`src/rtl/frogger_pkg.sv`:
```
// Shared frogger definitions: game states, screen geometry and river lane tables.
// Used by the river lanes, the frog controller and the renderer.
package frogger_pkg;

  typedef enum logic [1:0] {
    ST_MENU    = 2'd0,
    ST_PLAYING = 2'd1,
    ST_DEAD    = 2'd2,
    ST_WIN     = 2'd3
  } game_state_t;

  localparam int SCREEN_W  = 640;
  localparam int SCREEN_H  = 480;
  localparam int BLOCKSIZE = 32;
  localparam int NUM_LANES = 6;
  localparam int RIVER_TOP = 64;
  localparam int LANE_H    = BLOCKSIZE;
  localparam int LOG_LEN   = 96;
  localparam int LOG_GAP   = 320;

  typedef logic [9:0] coord_t;
  typedef logic [6:0] log_len_t;

  // Signed pixels per frame for each lane; magnitudes stay within 31.
  function automatic int lane_speed(input int lane);
    case (lane)
      0:       return 2;
      1:       return -3;
      2:       return 1;
      3:       return -2;
      4:       return 3;
      5:       return -1;
      default: return 0;
    endcase
  endfunction

  function automatic int lane_init_x(input int lane);
    case (lane)
      0:       return 0;
      1:       return 64;
      2:       return 128;
      3:       return 192;
      4:       return 256;
      5:       return 320;
      default: return 0;
    endcase
  endfunction

endpackage

```
`src/rtl/log_lane.sv`:
```
// One river lane: log position with wrap, two-log coverage test against the
// frog centre, row match, and the one-cycle speed pulse for the frog controller.
module log_lane
  import frogger_pkg::*;
#(
  parameter int SPEED  = 0,
  parameter int INIT_X = 0,
  parameter int LANE_Y = 0
) (
  input  logic              clk,
  input  logic              reset_n,
  input  logic [1:0]        i_state,
  input  logic              i_frame_tick,
  input  logic [10:0]       i_cx,
  input  coord_t            i_frog_y,
  output coord_t            o_log_x,
  output logic signed [9:0] o_speed,
  output logic              o_in_log,
  output logic              o_row_hit,
  output logic              o_on_log
);

  localparam logic signed [10:0] SPEED_S = 11'(SPEED);
  localparam logic signed [10:0] WRAP_S  = 11'(SCREEN_W);
  localparam logic signed [10:0] LEN_S   = 11'(LOG_LEN);
  localparam logic signed [10:0] GAP_S   = 11'(LOG_GAP);
  localparam logic signed [9:0]  SPEED_V = 10'(SPEED);
  localparam coord_t             INIT_V  = 10'(INIT_X);
  localparam coord_t             ROW_LO  = 10'(LANE_Y);
  localparam coord_t             ROW_HI  = 10'(LANE_Y + LANE_H);

  coord_t              r_log_x;
  logic signed [9:0]   r_speed;
  logic                r_in_log;

  logic                w_playing;
  logic                w_advance;
  logic signed [10:0]  w_sum;
  logic signed [10:0]  w_wrap;
  logic signed [10:0]  w_d_raw;
  logic signed [10:0]  w_d;
  logic signed [10:0]  w_e_raw;
  logic signed [10:0]  w_e;
  logic                w_on_a;
  logic                w_on_b;
  logic                w_row;

  // Next log position and coverage test, both taken from the pre-update log_x.
  always_comb begin
    w_playing = (i_state == ST_PLAYING);
    w_advance = w_playing && i_frame_tick;

    w_sum = $signed({1'b0, r_log_x}) + SPEED_S;
    if (w_sum >= WRAP_S) begin
      w_wrap = w_sum - WRAP_S;
    end else if (w_sum < 11'sd0) begin
      w_wrap = w_sum + WRAP_S;
    end else begin
      w_wrap = w_sum;
    end

    w_d_raw = $signed(i_cx - {1'b0, r_log_x});
    if (w_d_raw < 11'sd0) begin
      w_d = w_d_raw + WRAP_S;
    end else begin
      w_d = w_d_raw;
    end

    // Log B trails log A by LOG_GAP, so its distance is d shifted by the gap.
    w_e_raw = w_d - GAP_S;
    if (w_e_raw < 11'sd0) begin
      w_e = w_e_raw + WRAP_S;
    end else begin
      w_e = w_e_raw;
    end

    w_on_a = (w_d < LEN_S);
    w_on_b = (w_e < LEN_S);
    w_row  = (i_frog_y >= ROW_LO) && (i_frog_y < ROW_HI);
  end

  // Position register, speed pulse and riding flag.
  always_ff @(posedge clk or negedge reset_n) begin
    if (!reset_n) begin
      r_log_x  <= INIT_V;
      r_speed  <= 10'sd0;
      r_in_log <= 1'b0;
    end else begin
      case (i_state)
        ST_MENU:    r_log_x <= INIT_V;
        ST_PLAYING: r_log_x <= i_frame_tick ? 10'(w_wrap) : r_log_x;
        default:    r_log_x <= r_log_x;
      endcase
      r_speed  <= w_advance ? SPEED_V : 10'sd0;
      r_in_log <= w_playing && w_row && (w_on_a || w_on_b);
    end
  end

  assign o_log_x   = r_log_x;
  assign o_speed   = r_speed;
  assign o_in_log  = r_in_log;
  assign o_row_hit = w_row;
  assign o_on_log  = w_on_a || w_on_b;

endmodule

```
`src/rtl/river_lanes.sv`:
```
// River section for the frog controller: six log lanes, drowning detect and
// flattened log positions for the renderer.
module river_lanes
  import frogger_pkg::*;
(
  input  logic              clk,
  input  logic              reset_n,
  input  logic [1:0]        state,
  input  logic              frame_tick,
  input  logic [9:0]        frog_x,
  input  logic [9:0]        frog_y,
  input  logic [9:0]        frog_size,
  output logic signed [9:0] lane0_log_speed,
  output logic signed [9:0] lane1_log_speed,
  output logic signed [9:0] lane2_log_speed,
  output logic signed [9:0] lane3_log_speed,
  output logic signed [9:0] lane4_log_speed,
  output logic signed [9:0] lane5_log_speed,
  output logic              in_lane0_log,
  output logic              in_lane1_log,
  output logic              in_lane2_log,
  output logic              in_lane3_log,
  output logic              in_lane4_log,
  output logic              in_lane5_log,
  output logic              drowned,
  output logic [59:0]       log_x_flat
);

  logic [10:0]                w_cx;
  coord_t                     w_log_x [NUM_LANES];
  logic signed [9:0]          w_speed [NUM_LANES];
  logic [NUM_LANES-1:0]       w_in_log;
  logic [NUM_LANES-1:0]       w_row_hit;
  logic [NUM_LANES-1:0]       w_on_log;
  logic                       w_drown_next;
  logic                       r_drowned;

  assign w_cx = 11'(frog_x) + 11'(frog_size >> 1);

  for (genvar g = 0; g < NUM_LANES; g++) begin : g_lane
    log_lane #(
      .SPEED  (lane_speed(g)),
      .INIT_X (lane_init_x(g)),
      .LANE_Y (RIVER_TOP + LANE_H * g)
    ) u_lane (
      .clk          (clk),
      .reset_n      (reset_n),
      .i_state      (state),
      .i_frame_tick (frame_tick),
      .i_cx         (w_cx),
      .i_frog_y     (frog_y),
      .o_log_x      (w_log_x[g]),
      .o_speed      (w_speed[g]),
      .o_in_log     (w_in_log[g]),
      .o_row_hit    (w_row_hit[g]),
      .o_on_log     (w_on_log[g])
    );
    assign log_x_flat[10*g +: 10] = w_log_x[g];
  end

  // Lanes are contiguous, so any row hit means the frog is over the river.
  always_comb begin
    w_drown_next = (state == ST_PLAYING) && (|w_row_hit) && !(|(w_row_hit & w_on_log));
  end

  // Drowning flag, evaluated alongside the per-lane riding flags.
  always_ff @(posedge clk or negedge reset_n) begin
    if (!reset_n) begin
      r_drowned <= 1'b0;
    end else begin
      r_drowned <= w_drown_next;
    end
  end

  assign drowned         = r_drowned;
  assign lane0_log_speed = w_speed[0];
  assign lane1_log_speed = w_speed[1];
  assign lane2_log_speed = w_speed[2];
  assign lane3_log_speed = w_speed[3];
  assign lane4_log_speed = w_speed[4];
  assign lane5_log_speed = w_speed[5];
  assign in_lane0_log    = w_in_log[0];
  assign in_lane1_log    = w_in_log[1];
  assign in_lane2_log    = w_in_log[2];
  assign in_lane3_log    = w_in_log[3];
  assign in_lane4_log    = w_in_log[4];
  assign in_lane5_log    = w_in_log[5];

endmodule

```
`config.mk`:
```
export PLATFORM = sky130hd
export DESIGN_NAME = river_lanes
export DESIGN_NICKNAME = d
export VERILOG_FILES = /design/src/rtl/frogger_pkg.sv /design/src/rtl/log_lane.sv /design/src/rtl/river_lanes.sv
export SDC_FILE = /design/constraint.sdc
export NUM_CORES = 1
export LEC_CHECK = 0
export ABC_AREA = 0
export CAP_MARGIN = 20
export CORE_ASPECT_RATIO = 1.75
export CORE_MARGIN = 4
export CORE_UTILIZATION = 60
export CTS_CLUSTER_SIZE = 8
export DETAILED_ROUTE_END_ITERATION = 6
export PLACE_DENSITY = 0.95
export SLEW_MARGIN = 20
export SYNTH_ARGS = -nofsm -noshare
export SYNTH_HDL_FRONTEND = slang
export SYNTH_SLANG_ARGS = --single-unit
export TNS_END_PERCENT = 5
```
`constraint.sdc`:
```
create_clock -name clk -period 11 [get_ports clk]
set_input_delay 1.1 -clock clk [delete_from_list [all_inputs] [get_ports clk]]
set_output_delay 1.1 -clock clk [all_outputs]
set_load 0.005 [all_outputs]
```
==> out/results.txt, run 1 <==
Int Pwr -> 1.14 mW
top_reg_cell synth -> dfrtp_1
Root Buffer -> clkbuf_16
worst IR drop on VDD -> 0.133 mV
cell mode on critical path -> ha_1
routed len/inst -> 18.9 um
RSZ-0062 raised after global routing -> false
slew margin rel. -> 35.3%
Final Hold Vio Count -> 0
clk_lat worst skew -> 350 ps
worst reg-to-reg path cell count -> 21
WHS -> 541 ps
Seq/Total Area, Yosys -> 17.6%
CTS H-tree depth -> 3
Die X -> 103 um
fmax -> 134 MHz
Syn. warnings -> 0
clock skew -> 8.70 ps
CP max stage cell -> xor2_1
Core ar. -> 15400 sq um
WHS Endpoint -> g_lane[3].u_lane.o_log_x[6]
vias in the first global route -> 9932
critical path required time -> 11230 ps
P_sw -> 1.11 mW
dpl ws -> 3450 ps
sequential share of power -> 13.0%
Setup WS post-layout -> 3530 ps
Clock Pin Slew Worst Setup and Hold Paths -> 60 ps
Pleak -> 4.57 nW
Layout area overhead -> 14.3%
Yosys reg bits -> 66
Power Total -> 2.25 mW
cells after synthesis -> 1243
clk sink count -> 66
Final Non-Filler Cells -> 1512
Iter 0 DRT Violations -> 603
DRT Pass-1 Iters -> 5
min-delay worst type -> reg -> reg
Clock power frac -> 13.4%
slowest cell delay on critical path -> 780 ps
cell row count -> 60
number of max-cap violations -> 0
post-CTS setup buffer count -> 0
outcome -> completed
TritonCTS Buffers -> 9
hold path depth -> 2
PD cells -> 209 nW/um^2
Antenna Nets Post-Route -> 0
setup TNS -> 0 ps
DP HPWL -> 20.6 mm
total track usage -> 32.1%
switch share -> 49.4%
first-pass GRT wire length -> 46.5 mm
fin. max-slew vios -> 0
fin crit share -> 67.9%
Worst R2R Setup Slack -> 5650 ps
Worst Path Buf+Inv -> 1
post-synth cell types -> 95
Die Y -> 174 um
dpl cells -> 1496
Cell Area, Synth -> 9440 sq um
GR Overflow Total -> 0
final instance area -> 10800 sq um
Setup CP Type -> in -> reg
largest net degree at the start of global routing -> 67
Final Net Count -> 1459
placed instance area -> 10500 sq um
final core utilization -> 70.1%
routed wire length -> 28.6 mm
CTS resizes -> 0
DRC viols -> 0
Max Buffers Root-to-Sink -> 2
Die ar. -> 17900 sq um
# diodes -> 0
Critical Path AT -> 7700 ps
CP Cell Sequence -> clkdlybuf4s50_1 -> ha_1 -> fa_1 -> xor2_1 -> ha_1 -> a21o_1 -> a31oi_1 -> o21ai_0 -> o31a_1 -> nor3_1 -> ha_1 -> nand3_1 -> o41ai_1 -> a222oi_1 -> xnor2_1 -> ha_1 -> nand4b_1 -> and3_1 -> o31ai_1 -> a31oi_1 -> nand4_1 -> nor4_2
Final Critical Period -> 7470 ps
share of cells above drive strength 1 -> 6.18%
hold_buf cts -> 0
Port Buffer Count -> 125
R2R Path End -> drowned
Post-Syn Area per Cell -> 7.60 sq um
CP Capture Type -> flip-flop
Least-Margin Pin Slew -> 964 ps
asr flop ratio synth -> 100%
CP Max Fanout -> 6
gpl congestion -> 0.961
CTS tree -> yes
combinational share of power -> 73.6%
Ports -> 162
Post-synth EDFFs -> 0
Initial Util -> 61.4%
endpoints failing setup -> 0
crit path launch type -> input pin
CP startpoint -> frog_x[0]
initial antenna violation count -> 0
Hold Path Origin -> g_lane[3].u_lane.o_log_x[6]
via count -> 9884
via-per-instance ratio -> 6.54
Reg2Reg Launch Point -> g_lane[4].u_lane.o_log_x[4]
CP top delay family -> compound AO/OA/AOI/OAI gates
## cell families after synthesis
| logic type | share of synthesized area, % |
|---|---|
| other | 0.0397 |
| buffers and inverters | 10.8 |
| XOR/XNOR | 8.55 |
| flip-flops | 17.6 |
| adder cells (fa/ha/maj) | 13.8 |
| multiplexers | 2.54 |
| AO/OA/AOI/OAI | 25.1 |
| AND/OR/NAND/NOR | 21.5 |
## worst reg2reg max path, delay by kind of cell (launching register included)
kind | cells | cell delay [ps]
and+or+nand+nor | 6 | 1190
adders and majority gates | 3 | 990
buffers and inverters | 1 | 140
AOI/OAI and AO/OA | 8 | 1610
DFF | 1 | 470
xor gates and xnor gates | 3 | 810
## how the worst max path moves through the flow
stage	depth (start not counted)	end	slack [ps]
after floorplan	25	drowned	4510
after global placement	29	drowned	3680
after detailed placement	27	drowned	3450
after CTS	27	drowned	3770
after global routing	29	g_lane[5].u_lane.o_in_log	3130
final	22	drowned	3530
## power by group through the flow
stage,logic [mW],registers (mW),clock network (mW)
6_report,1.66,0.293,0.303
3_3_place_gp,1.52,0.295,0
5_1_grt,1.84,0.296,0.311
4_1_cts,1.62,0.291,0.299
2_1_floorplan,1.26,0.287,0
3_5_place_dp,1.60,0.295,0
## layout make-up
| class | count | area, sq um |
|---|---|---|
| multi-input combinational | 1000 | 6870 |
| tap | 186 | 233 |
| inverter | 109 | 409 |
| clock buffer | 9 | 225 |
| fill | 1148 | 4600 |
| timing repair buffer | 135 | 1320 |
| sequential | 66 | 1660 |
| clock inverter | 7 | 70.1 |
## cell usage after synthesis, types with 6 or more instances
cell type / n / share of area (%)
a211oi_1: 11 / 0.87
a21o_1: 13 / 1.0
inv_1: 108 / 4.3
nor4_1: 10 / 0.66
and2_1: 11 / 0.73
a221oi_1: 8 / 0.74
nand2b_1: 16 / 1.1
mux2_2: 10 / 1.2
clkbuf_1: 30 / 1.2
o211ai_1: 17 / 1.4
nor2b_1: 10 / 0.66
or2_2: 6 / 0.40
o22ai_1: 17 / 1.1
or3_1: 14 / 0.93
mux2i_1: 9 / 0.95
a31oi_1: 15 / 0.99
dfrtp_1: 59 / 16
o21bai_1: 7 / 0.56
nand4_1: 15 / 0.99
nand2_1: 89 / 3.5
o21ai_0: 102 / 5.4
xnor2_1: 62 / 5.8
o21a_1: 10 / 0.79
dfstp_2: 7 / 1.9
o31ai_1: 9 / 0.72
xor2_1: 22 / 2.0
buf_4: 61 / 4.8
nor2_1: 87 / 3.5
and3_1: 21 / 1.4
nand3_1: 41 / 2.2
nor3_1: 55 / 2.9
a21oi_1: 72 / 3.8
ha_1: 102 / 14
## metal layers
metal	share of wire [%]	track usage (%)
met1	34	33.7
met2	50	54.8
met3	7.8	6.14
met4	8.0	23.9
met5	0	0
## sequential cells by signal (all words and copies together), names as in the netlist
register / cells
g_lane.u_lane.o_log_x: 58
g_lane.u_lane.o_in_log: 6
drowned: 1
g_lane.u_lane.o_speed: 1
## cells in the final DEF (no fill, tap or decap), types with 13 or more instances in the layout
master	n
a21o_1	13
nand2b_1	16
inv_1	108
conb_1	30
nor2_1	87
nand2_1	89
nor3_1	55
clkdlybuf4s50_1	124
o211ai_1	17
a31oi_1	15
o22ai_1	17
a21oi_1	71
o21ai_0	102
dfrtp_1	59
ha_1	102
xnor2_1	62
or3_1	14
xor2_1	22
nand4_1	15
nand3_1	41
and3_1	21
No activity file was read; power rests on OpenSTA's default activity.
==> inputs of run 2 (changes only) <==
--- a/config.mk
+++ b/config.mk
@@ -9,10 +9,10 @@
 export CAP_MARGIN = 20
 export CORE_ASPECT_RATIO = 1.75
 export CORE_MARGIN = 4
-export CORE_UTILIZATION = 60
+export CORE_UTILIZATION = 56
 export CTS_CLUSTER_SIZE = 8
 export DETAILED_ROUTE_END_ITERATION = 6
-export PLACE_DENSITY = 0.95
+export PLACE_DENSITY = 0.92
 export SLEW_MARGIN = 20
 export SYNTH_ARGS = -nofsm -noshare
 export SYNTH_HDL_FRONTEND = slang
==> constraint.sdc (replaced) <==
create_clock -name clk -period 7.77 [get_ports clk]
set_input_delay 0.777 -clock clk [delete_from_list [all_inputs] [get_ports clk]]
set_output_delay 0.777 -clock clk [all_outputs]
set_load 0.005 [all_outputs]
==> out/results.txt, run 2 (synthesis gave the netlist of run 1 again) <==
outcome -> completed
R2R Path End -> drowned
Die X -> 106 um
Die Y -> 180 um
Root Buffer -> clkbuf_16
Power Total -> 3.20 mW
# diodes -> 0
dpl cells -> 1535
Clock Pin Slew Worst Setup and Hold Paths -> 60 ps
met3 WL -> 1.78 mm
endpoints failing setup -> 0
largest net degree at the start of global routing -> 67
via count -> 9699
vias in the first global route -> 9657
min-delay worst type -> reg -> reg
PD cells -> 295 nW/um^2
met2 wire len -> 14.5 mm
Port Buffer Count -> 125
WHS -> 538 ps
CTS tree -> yes
Final Net Count -> 1460
clock skew -> 8.27 ps
most frequent cells in the layout -> clkdlybuf4s50_1, inv_1, o21ai_0, ha_1, nand2_1
Worst R2R Setup Slack -> 2460 ps
Core ar. -> 16500 sq um
TritonCTS Buffers -> 9
hold_buf cts -> 0
Pleak -> 4.58 nW
metal1 wirelength -> 9.75 mm
routed len/inst -> 18.1 um
fmax -> 141 MHz
critical path required time -> 7980 ps
Least-Margin Pin Slew -> 1060 ps
CP startpoint -> frog_x[1]
setup TNS -> 0 ps
CTS resizes -> 0
CP Capture Type -> flip-flop
Critical Path AT -> 7310 ps
Hold Path Origin -> g_lane[5].u_lane.o_log_x[6]
Final Hold Vio Count -> 0
DR top layer -> met4
post-CTS setup buffer count -> 0
clk_lat worst skew -> 350 ps
most common cell after layout, fill and taps aside -> clkdlybuf4s50_1
Die ar. -> 19100 sq um
CTS H-tree depth -> 3
Ports -> 162
routed wire length -> 28.1 mm
RSZ-0062 raised after global routing -> false
gpl congestion -> 0.958
slew margin rel. -> 28.7%
worst IR drop on VDD -> 0.173 mV
Iter 0 DRT Violations -> 580
Antenna Nets Post-Route -> 0
Layout area overhead -> 15.2%
final core utilization -> 65.8%
CP Max Fanout -> 9
CP endpoint -> drowned
via-per-instance ratio -> 6.25
max reg flops -> 58
DP HPWL -> 20.5 mm
initial antenna violation count -> 0
clk sink count -> 66
Final Critical Period -> 7090 ps
total track usage -> 28.7%
worst reg-to-reg path cell count -> 21
DRT Pass-1 Iters -> 6
first-pass GRT wire length -> 45.2 mm
fin. max-slew vios -> 0
cell row count -> 62
crit path launch type -> input pin
fin crit share -> 91.3%
share of cells above drive strength 1 -> 6.10%
Reg2Reg Launch Point -> g_lane[4].u_lane.o_log_x[4]
Final Non-Filler Cells -> 1551
Initial Util -> 57.1%
GR Overflow Total -> 0
number of max-cap violations -> 0
DRC viols -> 0
Max Buffers Root-to-Sink -> 2
Setup CP Type -> in -> reg
-- run 2: cell types whose count changed in the layout (fill, tap and decap cells not counted), sizes merged --
cell    delta
clkinv     -4
clkbuf     +3
buf        +1
bufinv     +1
-- run 2: power breakdown --
part / internal (mW) / switching, mW / total, mW
Clock: 0.291 / 0.174 / 0.465
Sequential: 0.371 / 0.0451 / 0.416
Combinational: 0.996 / 1.33 / 2.32
Total: 1.66 / 1.55 / 3.20
-- run 2: worst min-delay path by stage --
stage	end	slack (ps)	depth (start not counted)
6_report	g_lane[5].u_lane.o_log_x[6]	540	2
5_1_grt	g_lane[3].u_lane.o_log_x[6]	580	2
4_1_cts	g_lane[5].u_lane.o_log_x[6]	540	2
3_5_place_dp	g_lane[5].u_lane.o_log_x[6]	530	2
3_3_place_gp	g_lane[5].u_lane.o_log_x[6]	530	2
2_1_floorplan	drowned	480	0
-- run 2: stage by stage --
step                cell area, sq um  setup slack, ps
floorplan                       9550             1610
global placement               10600              620
detailed placement             10600              477
CTS                            10900              817
global route                   10900              238
finish                         10900              677
-- run 2: area by class of cell --
| cell class | instances | area, sq um |
|---|---|---|
| flip-flops and latches | 66 | 1660 |
| fillers | 1345 | 5650 |
| clock buffers | 12 | 246 |
| inverters | 109 | 409 |
| clock inverters | 4 | 76.3 |
| repair buffers | 136 | 1330 |
| multi-input cells | 1000 | 6870 |
| well taps | 224 | 280 |
-- run 2: layer usage --
layer / global-route usage [%] / up-vias
met4: 21.4 / 0
met5: 0 / -
met2: 52.0 / 453
met1: 28.9 / 4539
met3: 4.63 / 142
li1: - / 4565
-- run 2: worst max-delay path: stages --
cell and delay, ps:
clkdlybuf4s50_1 460, ha_1 320, a21o_1 170, a21oi_1 220, o21bai_1 90, a21oi_1 240, o21bai_1 110, a21oi_1 230
xnor2_1 490, ha_1 480, o21ai_0 180, nand2b_1 100, a21oi_1 150, a21oi_1 80, xnor2_2 480, xnor2_1 190
ha_1 320, xnor2_1 130, ha_1 320, or3_1 310, a31oi_1 240, nand3_1 130, o21ai_0 170, a21oi_1 80
or3_1 360, a21oi_1 230, or3_1 190, nor4_2 50
==> inputs of run 3 (changes only) <==
--- a/config.mk
+++ b/config.mk
@@ -10,9 +10,11 @@
 export CORE_ASPECT_RATIO = 1.75
 export CORE_MARGIN = 4
 export CORE_UTILIZATION = 56
+export CTS_BUF_LIST = sky130_fd_sc_hd__clkbuf_16
 export CTS_CLUSTER_SIZE = 8
 export DETAILED_ROUTE_END_ITERATION = 6
 export PLACE_DENSITY = 0.92
+export SKIP_CTS_REPAIR_TIMING = 1
 export SLEW_MARGIN = 20
 export SYNTH_ARGS = -nofsm -noshare
 export SYNTH_HDL_FRONTEND = slang
==> out/results.txt, run 3 (synthesis gave the netlist of run 1 again) <==
outcome -> completed
via count -> 9700
WHS Endpoint -> g_lane[5].u_lane.o_log_x[6]
Critical Path AT -> 7300 ps
Least-Margin Pin Slew -> 1040 ps
Reg2Reg Launch Point -> g_lane[4].u_lane.o_log_x[4]
CP Max Fanout -> 9
Max Buffers Root-to-Sink -> 2
endpoints failing setup -> 0
Fill cells -> 1349
setup TNS -> 0 ps
final core utilization -> 65.8%
hold path depth -> 2
DRC viols -> 0
Worst Path Buf+Inv -> 1
most frequent cells in the layout -> clkdlybuf4s50_1, inv_1, o21ai_0, ha_1, nand2_1
slew margin rel. -> 30.0%
cell row count -> 62
total track usage -> 28.7%
min-delay worst type -> reg -> reg
CP top delay family -> compound AO/OA/AOI/OAI gates
slowest cell delay on critical path -> 490 ps
Final Net Count -> 1460
clock skew -> 9.68 ps
gpl congestion -> 0.958
DRT Pass-1 Iters -> 5
fin crit share -> 91.2%
Port Buffer Count -> 125
Clock Pin Slew Worst Setup and Hold Paths -> 60 ps
R2R Path End -> drowned
# diodes -> 0
CTS tree -> yes
routed wire length -> 27.9 mm
share of cells above drive strength 1 -> 6.03%
crit path launch type -> input pin
PD cells -> 293 nW/um^2
Setup WS post-layout -> 684 ps
Worst R2R Setup Slack -> 2460 ps
critical path required time -> 7990 ps
worst IR drop on VDD -> 0.172 mV
Die ar. -> 19100 sq um
Iter 0 DRT Violations -> 564
largest net degree at the start of global routing -> 67
WHS -> 536 ps
fin. max-slew vios -> 0
Die X -> 106 um
number of max-cap violations -> 0
dpl cells -> 1535
dpl ws -> 477 ps
initial antenna violation count -> 0
Ports -> 162
Final Critical Period -> 7090 ps
Setup CP Type -> in -> reg
DP HPWL -> 20.5 mm
Initial Util -> 57.1%
final instance area -> 10900 sq um
Die Y -> 180 um
Layout area overhead -> 15.1%
Core ar. -> 16500 sq um
Final Hold Vio Count -> 0
CP max stage cell -> xnor2_1
GR Overflow Total -> 0
max reg flops -> 58
Root Buffer -> clkbuf_16
clk sink count -> 66
Power Total -> 3.18 mW
RSZ-0062 raised after global routing -> false
clk_lat worst skew -> 350 ps
CTS H-tree depth -> 3
first-pass GRT wire length -> 45.2 mm
Pleak -> 4.59 nW
most common cell after layout, fill and taps aside -> clkdlybuf4s50_1
TritonCTS Buffers -> 9
Antenna Nets Post-Route -> 0
worst reg-to-reg path cell count -> 21
vias in the first global route -> 9657
fmax -> 141 MHz
placed instance area -> 10600 sq um
via-per-instance ratio -> 6.25
Final Non-Filler Cells -> 1551
CP Capture Type -> flip-flop
cell mode on critical path -> a21oi_1
Hold Path Origin -> g_lane[5].u_lane.o_log_x[6]
routed len/inst -> 18.0 um
run 3: changes by cell type in the layout (fill, tap and decap cells not counted):
cell and change:
clkbuf_1 -2, clkbuf_8 -1, clkinv_1 +1, inv_1 +2
run 3: report_power, final:
group / leakage [nW] / internal (mW) / switching (mW)
clock: 0.156 / 0.278 / 0.174
sequential: 0.879 / 0.371 / 0.0450
combinational: 3.55 / 0.996 / 1.32
total: 4.59 / 1.65 / 1.54
run 3: worst max path at each step:
stage                       startpoint      end  slack [ps]  cells after the start
after floorplan              frog_x[0]  drowned        1610                     25
after global placement       frog_x[1]  drowned         620                     28
after detailed placement  frog_size[2]  drowned         480                     28
after CTS                    frog_x[1]  drowned         820                     28
after global routing         frog_x[1]  drowned         220                     28
final                        frog_x[1]  drowned         680                     28
run 3: cell type report:
type                    instances  area, sq um  area share (%)
multi-input cells            1000         6870            63.3
well taps                     224          280            2.58
flip-flops and latches         66         1660            15.3
inverters                     109          409            3.77
clock inverters                 7         87.6           0.806
repair buffers                136         1330            12.2
clock buffers                   9          225            2.07
run 3: worst register-to-register path: stages, from the launching register on:
cell      delay [ps]
dfrtp_1          460
inv_1            130
ha_1             340
and2_1           180
o21ai_0          250
o211ai_2         240
a21oi_2          240
a21oi_1          130
xnor2_2          480
xnor2_1          190
ha_1             320
xnor2_1          130
ha_1             320
or3_1            310
a31oi_1          240
nand3_1          130
o21ai_0          180
a21oi_1           80
or3_1            360
a21oi_1          240
or3_1            190
nor4_2            50
run 3: metal layers:
metal	vias up	track usage, %	part of all wire [%]	wire (um)
li1	4571	-	-	-
met1	4562	28.9	35	9720
met2	434	51.7	52	14400
met3	133	4.63	6.4	1780
met4	0	21.7	7.3	2040
met5	-	0	0	0
